File: src/rtl/button_bounce_gen_pkg.sv
// Shared debounce defines: state types, widths and the LFSR step function.
package button_bounce_gen_pkg;

    localparam int unsigned LFSR_W = 16;
    localparam int unsigned WIN_W  = 16;

    // Debounce filter state type, shared with the debouncer side of the codebase.
    typedef enum logic [1:0] {
        ST_DB_IDLE   = 2'd0,
        ST_DB_WAIT   = 2'd1,
        ST_DB_STABLE = 2'd2
    } estado_db_t;

    // Bounce generator state type.
    typedef enum logic [1:0] {
        ST_BG_LOW          = 2'd0,
        ST_BG_BOUNCE_RISE  = 2'd1,
        ST_BG_HIGH         = 2'd2,
        ST_BG_BOUNCE_FALL  = 2'd3
    } estado_bg_t;

    // One step of the 16-bit Fibonacci LFSR, taps 16/14/13/11 (maximal length).
    function automatic logic [LFSR_W-1:0] lfsr_next(input logic [LFSR_W-1:0] cur);
        return {cur[LFSR_W-2:0], cur[15] ^ cur[13] ^ cur[12] ^ cur[10]};
    endfunction

endpackage

File: src/rtl/button_bounce_gen_lfsr.sv
// Free-running 16-bit pseudo-random source for bounce glitch lengths.
module bg_lfsr16
    import button_bounce_gen_pkg::*;
#(
    parameter logic [15:0] SEED = 16'hACE1
) (
    input  logic              clk_i,
    input  logic              rst_i,
    output logic [LFSR_W-1:0] lfsr_o
);

    // A zero seed would lock the register at zero, so fall back to 1.
    localparam logic [LFSR_W-1:0] SEED_NZ = (SEED == 16'h0000) ? 16'h0001 : SEED;

    // Advance every cycle regardless of the consumer's state.
    always_ff @(posedge clk_i or negedge rst_i) begin
        if (!rst_i) begin
            lfsr_o <= SEED_NZ;
        end else begin
            lfsr_o <= lfsr_next(lfsr_o);
        end
    end

endmodule

File: src/rtl/button_bounce_gen.sv
// Mechanical push-button emulator: turns a clean press level into a line that
// bounces pseudo-randomly for a fixed window before settling.
module button_bounce_gen
    import button_bounce_gen_pkg::*;
#(
    parameter int unsigned BOUNCE_CYCLES = 1000,
    parameter int unsigned GLITCH_W      = 4,
    parameter logic [15:0] SEED          = 16'hACE1
) (
    input  logic       clk_i,
    input  logic       rst_i,
    input  logic       press_i,
    output logic       signal_o,
    output logic       settled_o,
    output estado_bg_t state_o
);

    localparam int unsigned     HOLD_W   = GLITCH_W + 1;
    localparam logic [WIN_W-1:0] WIN_LOAD = WIN_W'(BOUNCE_CYCLES - 1);

    logic [LFSR_W-1:0] lfsr;
    logic [WIN_W-1:0]  win_cnt;
    logic [HOLD_W-1:0] hold_cnt;
    logic [HOLD_W-1:0] hold_seed;
    logic              unused_lfsr_bits;

    bg_lfsr16 #(
        .SEED (SEED)
    ) u_lfsr (
        .clk_i  (clk_i),
        .rst_i  (rst_i),
        .lfsr_o (lfsr)
    );

    // Random hold length: low GLITCH_W bits of the LFSR, zero-extended.
    assign hold_seed        = HOLD_W'(lfsr[GLITCH_W-1:0]);
    assign unused_lfsr_bits = ^lfsr[LFSR_W-1:GLITCH_W];

    // Bounce FSM with window/hold counters and registered line outputs.
    always_ff @(posedge clk_i or negedge rst_i) begin
        if (!rst_i) begin
            state_o   <= ST_BG_LOW;
            signal_o  <= 1'b0;
            settled_o <= 1'b1;
            win_cnt   <= '0;
            hold_cnt  <= '0;
        end else begin
            case (state_o)
                ST_BG_LOW: begin
                    if (press_i) begin
                        state_o   <= ST_BG_BOUNCE_RISE;
                        signal_o  <= 1'b1;
                        settled_o <= 1'b0;
                        win_cnt   <= WIN_LOAD;
                        hold_cnt  <= hold_seed;
                    end
                end
                ST_BG_HIGH: begin
                    if (!press_i) begin
                        state_o   <= ST_BG_BOUNCE_FALL;
                        signal_o  <= 1'b0;
                        settled_o <= 1'b0;
                        win_cnt   <= WIN_LOAD;
                        hold_cnt  <= hold_seed;
                    end
                end
                ST_BG_BOUNCE_RISE, ST_BG_BOUNCE_FALL: begin
                    if (win_cnt == '0) begin
                        // Window expiry wins over any pending toggle.
                        signal_o  <= (state_o == ST_BG_BOUNCE_RISE);
                        settled_o <= 1'b1;
                        state_o   <= (state_o == ST_BG_BOUNCE_RISE) ? ST_BG_HIGH : ST_BG_LOW;
                    end else begin
                        win_cnt <= win_cnt - WIN_W'(1);
                        if (hold_cnt == '0) begin
                            signal_o <= ~signal_o;
                            hold_cnt <= hold_seed;
                        end else begin
                            hold_cnt <= hold_cnt - HOLD_W'(1);
                        end
                    end
                end
                default: begin
                    state_o   <= ST_BG_LOW;
                    signal_o  <= 1'b0;
                    settled_o <= 1'b1;
                end
            endcase
        end
    end

endmodule
File: config.mk
export PLATFORM = sky130hd
export DESIGN_NAME = button_bounce_gen
export DESIGN_NICKNAME = d
export VERILOG_FILES = /design/src/rtl/button_bounce_gen_pkg.sv /design/src/rtl/button_bounce_gen_lfsr.sv /design/src/rtl/button_bounce_gen.sv
export SDC_FILE = /design/constraint.sdc
export NUM_CORES = 1
export LEC_CHECK = 0
export BUFFER_PORTS_ARGS = -buffer_cell sky130_fd_sc_hd__buf_2
export CAP_MARGIN = 20
export CELL_PAD_IN_SITES_DETAIL_PLACEMENT = 2
export CELL_PAD_IN_SITES_GLOBAL_PLACEMENT = 2
export CORE_MARGIN = 3
export CORE_UTILIZATION = 37
export DETAILED_ROUTE_END_ITERATION = 6
export PLACE_DENSITY_LB_ADDON = 0.1
export SYNTH_ARGS = -nofsm -noshare
export SYNTH_HDL_FRONTEND = slang
export SYNTH_SLANG_ARGS = --single-unit
File: constraint.sdc
create_clock -name clk_i -period 1.9 [get_ports clk_i]
set_input_delay 0.475 -clock clk_i [delete_from_list [all_inputs] [get_ports clk_i]]
set_output_delay 0.475 -clock clk_i [all_outputs]
set_load 0.02 [all_outputs]
==> results of run 1 <==
## registers in the layout, indices dropped and copies added, names as in the netlist
signal         cells
settled_o          1
state_o            2
hold_cnt           5
u_lfsr.lfsr_o     16
signal_o           1
win_cnt           16
## per-layer routing
metal	track usage	up-vias
met5	0	-
met4	0.0659	0
met3	0.0299	15
met2	0.365	34
met1	0.271	936
li1	-	828
## cells in the final DEF, fill, tap and decap left out, types with 3 or more instances in the layout
cell / Yosys / routed
a211oi_2: 0 / 4
a21oi_1: 9 / 7
buf_2: 1 / 6
buf_4: 0 / 40
clkbuf_8: 0 / 5
dfrtp_1: 32 / 28
dfrtp_2: 0 / 4
dfstp_2: 9 / 9
ha_4: 0 / 3
inv_1: 7 / 3
inv_2: 0 / 4
mux2i_1: 7 / 6
nand2_1: 13 / 11
nand2b_1: 4 / 4
nand3_1: 4 / 4
nand4_1: 5 / 5
nor2_1: 12 / 11
nor3_1: 6 / 5
o211ai_1: 5 / 5
o21ai_0: 8 / 7
or3_1: 6 / 3
or3_4: 1 / 4
or4_1: 3 / 3
## worst max-delay path, stage by stage (launching register included)
cell,delay (ps)
dfrtp_1,410
inv_2,100
ha_2,180
nor4b_4,250
nand4_1,290
o21ai_0,360
buf_4,200
o22ai_1,100
## cell type report
| cell class | instances | area, um^2 | share of cell area |
|---|---|---|---|
| Timing Repair Buffer | 50 | 407 | 0.143 |
| Tap cell | 70 | 87.6 | 0.0309 |
| Inverter | 7 | 26.3 | 0.00926 |
| Sequential cell | 41 | 1040 | 0.367 |
| Clock inverter | 2 | 15.0 | 0.00529 |
| Multi-Input combinational cell | 139 | 1190 | 0.418 |
| Clock buffer | 6 | 72.6 | 0.0256 |
## logic make-up after synthesis
family	after synthesis	share of synthesized area
and+or+nand+nor	71	0.200
buffers and inverters	16	0.0434
xor gates and xnor gates	3	0.0125
AOI/OAI and AO/OA	48	0.160
DFF	41	0.493
muxes	10	0.0494
adders and majority gates	7	0.0416
## report_power, final
| part | total (W) | internal, W | switching, W |
|---|---|---|---|
| Sequential | 0.000873 | 0.000873 | 0 |
| Combinational | 0.0000260 | 0.00000645 | 0.0000196 |
| Clock | 0.000581 | 0.000259 | 0.000322 |
## worst paths after layout
| path | start | endpoint | slack (ps) | cells after the start |
|---|---|---|---|---|
| worst min-delay path | rst_i | win_cnt[4] | 140 | 1 |
| worst max-delay path | win_cnt[0] | hold_cnt[0] | -110 | 7 |
| worst min register to register | u_lfsr.lfsr_o[9] | u_lfsr.lfsr_o[10] | 360 | 0 |
| worst max register to register | win_cnt[0] | hold_cnt[0] | -110 | 7 |
| min in group clk_i | u_lfsr.lfsr_o[9] | u_lfsr.lfsr_o[10] | 360 | 0 |
| max in group asynchronous | rst_i | u_lfsr.lfsr_o[10] | 1190 | 2 |
## metrics by stage
step,std cells,worst slack (ps)
6_report,315,-109
5_1_grt,315,-166
4_1_cts,304,-111
3_5_place_dp,295,-186
3_3_place_gp,295,25.7
2_1_floorplan,196,17.6
## timing repair
action / CTS / global route
endpoints found under the setup margin: 10 / 22
gates cloned: 0 / 1
pin swaps: 1 / 10
setup buffers: 1 / 10
gates resized for setup: 10 / 37
==> out/metrics.csv, run 1 <==
metric,value,unit
detail-route-antenna-nets,0,
final_area,2840,um^2
antennaDiodeCount,0,
path_clk_slew,90,ps
synthCells,196,
highest_layer,met4,
cts_sinks,41,
globalplace.congestion,0.853,
status,"complete, but fails checks",
io_buffer_count,6,
holdWs,139,ps
maxCapViolCount,0,
wl_per_cell,23.8,um
cts_root_buf,clkbuf_8,
nNetsFinal,254,
grt_pass1_vias,1999,
synth_edf_count,0,
wl,7490,um
post-route-drc-count,0,
grt_max_degree,25,
synth.top_cell.area_share,0.381,
max-clock-path-buffers,2,
synth_area,2100,um^2
avgSynthCellArea,10.7,um^2
synth_top_area_cell,dfrtp_1,
synth_ff_type,dfrtp_1,
yosys_warnings,0,
ys_ff_latch,41,
synthToLayoutAreaGrowth,34.9,%
yosys-top-cells-area,"dfrtp_1, dfstp_2, ha_1",
async_reset_ff_frac,1.00,
clkLatencyLatePin,300,ps
layout_setup_ws,-109,ps
numCtsBuffers,5,
grt_overflow_total,0,
met1_length,3160,um
tightest_slew,506,ps
violations,negative setup slack,
antenna_found_initial,0,
leakage,1.16,nW
fp.dieW,81.4,um
yosys-top-cells-count,"dfrtp_1, nand2_1, nor2_1",
cts_hold_buffers,0,
worstSetupStartpointType,register,
slew_headroom,0.662,
place_area,2430,um^2
drtPass1Iterations,4,
vdd_drop_max,264,uV
die_y,81.4,um
fmax,498,MHz
syn_nets,206,
final.setup.tns,-314,ps
yosysSeqAreaShare,0.493,
dieArea,6630,um^2
wl_met3,160,um
via_per_inst,5.76,
synth_most_common_cell,dfrtp_1,
start_util,0.397,
vias,1813,
core,5300,um^2
power_density,522,nW/um^2
drtIter0Drc,56,
drive_gt1_frac,0.478,
final_hold_viol_count,0,
hold_class,in2async,
grt_pass1_wl,10400,um
crit_type,reg2reg,
hpwl,4380,um
period_minus_slack,2010,ps
arrival,2180,ps
yosysUniqueCellTypes,51,
required,2070,ps
io-pin-count,7,
track_usage,0.211,
grt_setup_unrepaired,yes,
cts_tree,yes,
dr_wl_met2,3990,um
power,0.00148,W
end_kind,register,
slew_violations,0,
fin_skew,5.94,ps
fillerInstances,524,
min_period_over_period,1.06,
path_max_fanout,4,
setup_viol,6,
rows,26,
final_util,0.535,
cts-htree-levels,2,
Note: power is estimated with default switching activity, not from simulation.
==> run 2, diff against run 1 <==
- CORE_UTILIZATION: 37 -> 36
- SYNTH_HIERARCHICAL: unset -> 1
==> out/metrics.csv, run 2 <==
metric,value,unit
status,"complete, but fails checks",
violations,negative setup slack,
detail-route-antenna-nets,0,
rr_endpoint,win_cnt[15],
crit_chain,"or4_4, or4_4, buf_12, o211ai_4, o21ai_1, a21oi_1",
required,2140,ps
setup_viol,24,
synthToLayoutAreaGrowth,37.1,%
drtPass1Iterations,4,
path_max_fanout,5,
r2r_start,win_cnt[8],
fmax,429,MHz
post-route-drc-count,0,
grt_overflow_total,0,
wl_per_cell,22.5,um
hpwl,4060,um
syn_nets,189,
max-clock-path-buffers,2,
r2r_slack,-430,ps
globalplace.congestion,0.840,
fp.dieW,78.9,um
avgSynthCellArea,10.7,um^2
cpMaxStageDelayCell,or4_4,
slew_violations,0,
track_usage,0.232,
worst_path_largest_cell_delay,600,ps
fin_skew,7.04,ps
power,0.00150,W
rows,25,
via_per_inst,5.49,
start_util,0.387,
antennaDiodeCount,0,
maxCapViolCount,0,
synthCells,179,
cts_root_buf,clkbuf_8,
io_buffer_count,6,
synth_most_common_cell,dfrtp_1,
yosys_warnings,6,
leakage,1.14,nW
final_hold_viol_count,0,
dpl_worst_slack,-372,ps
worstSetupStartpointType,register,
drtIter0Drc,49,
fillerInstances,529,
grt_pass1_vias,1985,
synth_top_area_cell,dfrtp_1,
critPathBufInv,1,
holdWs,219,ps
cts_tree,yes,
path_clk_slew,90,ps
place_area,2290,um^2
numCtsBuffers,5,
critical_path.top_delay_family,simple AND/OR/NAND/NOR gates,
ys_ff_latch,41,
antenna_found_initial,0,
tightest_slew,528,ps
period_minus_slack,2330,ps
layout_setup_ws,-433,ps
die_y,78.9,um
cts_hold_buffers,0,
min_period_over_period,1.23,
synth_area,1910,um^2
yosys-top-cells-area,"dfrtp_1, dfstp_2, ha_1",
power_density,573,nW/um^2
yosys-top-cells-count,"dfrtp_1, nor2_1, a21oi_1, o21ai_0, inv_1",
top_regs,"u_lfsr/lfsr_o: 16 flops, win_cnt: 16 flops, hold_cnt: 5 flops",
grt_setup_unrepaired,yes,
final_area,2620,um^2
dieArea,6230,um^2
wl,6840,um
layout_common_cells,"buf_4, dfrtp_1, nor2_1",
io-pin-count,7,
async_reset_ff_frac,1.00,
yosysUniqueCellTypes,42,
synth.top_cell.area_share,0.419,
nNetsFinal,246,
synth_ff_type,dfrtp_1,
end_kind,register,
clkLatencyLatePin,310,ps
crit_type,reg2reg,
cts-htree-levels,2,
vdd_drop_max,294,uV
slew_headroom,0.648,
vias,1670,
synth_edf_count,0,
hold_class,in2async,
crit_top_cell,or4_4,
grt_pass1_wl,10700,um
startpoint,win_cnt[8],
drive_gt1_frac,0.451,
core,4940,um^2
grt_max_degree,42,
arrival,2570,ps
final.setup.tns,-7090,ps
cts_sinks,41,
layout_commonest_cell,buf_4,
yosysSeqAreaShare,0.542,
reg2reg_depth,6,
-- run 2: cell count changes after synthesis, moves of 5 or more --
| cell | before | now |
|---|---|---|
| nor2_1 | 12 | 21 |
| nand2_1 | 13 | 7 |
| nand4_1 | 5 | 0 |
| a21oi_1 | 9 | 15 |
| o21ai_0 | 8 | 15 |
| mux2i_1 | 7 | 2 |
| a211oi_1 | 5 | 0 |
-- run 2: worst max path at each step --
stage,end,slack [ps],cells past startpoint
floorplan,win_cnt[10],-260,6
CTS,win_cnt[11],-340,8
global placement,win_cnt[15],-250,7
detailed placement,win_cnt[11],-370,7
finish,win_cnt[15],-430,6
global route,win_cnt[15],-480,8
-- run 2: cell type report --
| class | instances | area [um^2] | area share |
|---|---|---|---|
| clock buffers | 5 | 68.8 | 0.0262 |
| clock inverters | 3 | 22.5 | 0.00858 |
| inverters | 10 | 37.5 | 0.0143 |
| multi-input cells | 123 | 960 | 0.366 |
| flip-flops and latches | 41 | 1040 | 0.395 |
| well taps | 67 | 83.8 | 0.0320 |
| repair buffers | 55 | 414 | 0.158 |
-- run 2: per-layer routing --
metal  wire, um  vias to the layer above  global-route usage
met1       2790                      869               0.260
met3        143                        8              0.0442
met2       3830                       29               0.441
met5          0                        -                   0
li1           -                      764                   -
met4         83                        0              0.0722
-- run 2: logic make-up (layout without fill, tap and decap cells) --
kind of cell,Yosys count,count (layout),synth area share
AO/OA/AOI/OAI,49,49,0.168
XOR/XNOR,8,8,0.0366
adder cells (fa/ha/maj),7,7,0.0458
buffers and inverters,15,73,0.0334
flip-flops,41,41,0.542
multiplexers,3,3,0.0164
AND/OR/NAND/NOR,56,56,0.158
-- run 2: report_power, final --
part	internal [W]	total (W)	switching [W]
combinational	0.00000347	0.0000212	0.0000177
sequential	0.000873	0.000873	0
clock	0.000261	0.000609	0.000348
total	0.00114	0.00150	0.000366
-- run 2: timing repair --
action	4_1_cts	5_1_grt
setup endpoints to repair	24	25
gates resized for setup	23	16
setup buffers	8	4
pin swaps	12	8
-- run 2: stage by stage --
| step | utilization | instances |
|---|---|---|
| final | 0.531 | 304 |
| after global routing | 0.531 | 304 |
| after CTS | 0.510 | 300 |
| after detailed placement | 0.463 | 284 |
| after global placement | 0.463 | 284 |
| after floorplan | - | 179 |
-- run 2: worst register-to-register path, cell delays in order (launching register included) --
cell and delay, ps:
dfrtp_1 400, or4_4 560, or4_4 600, buf_12 170
o211ai_4 230, o21ai_1 160, a21oi_1 150
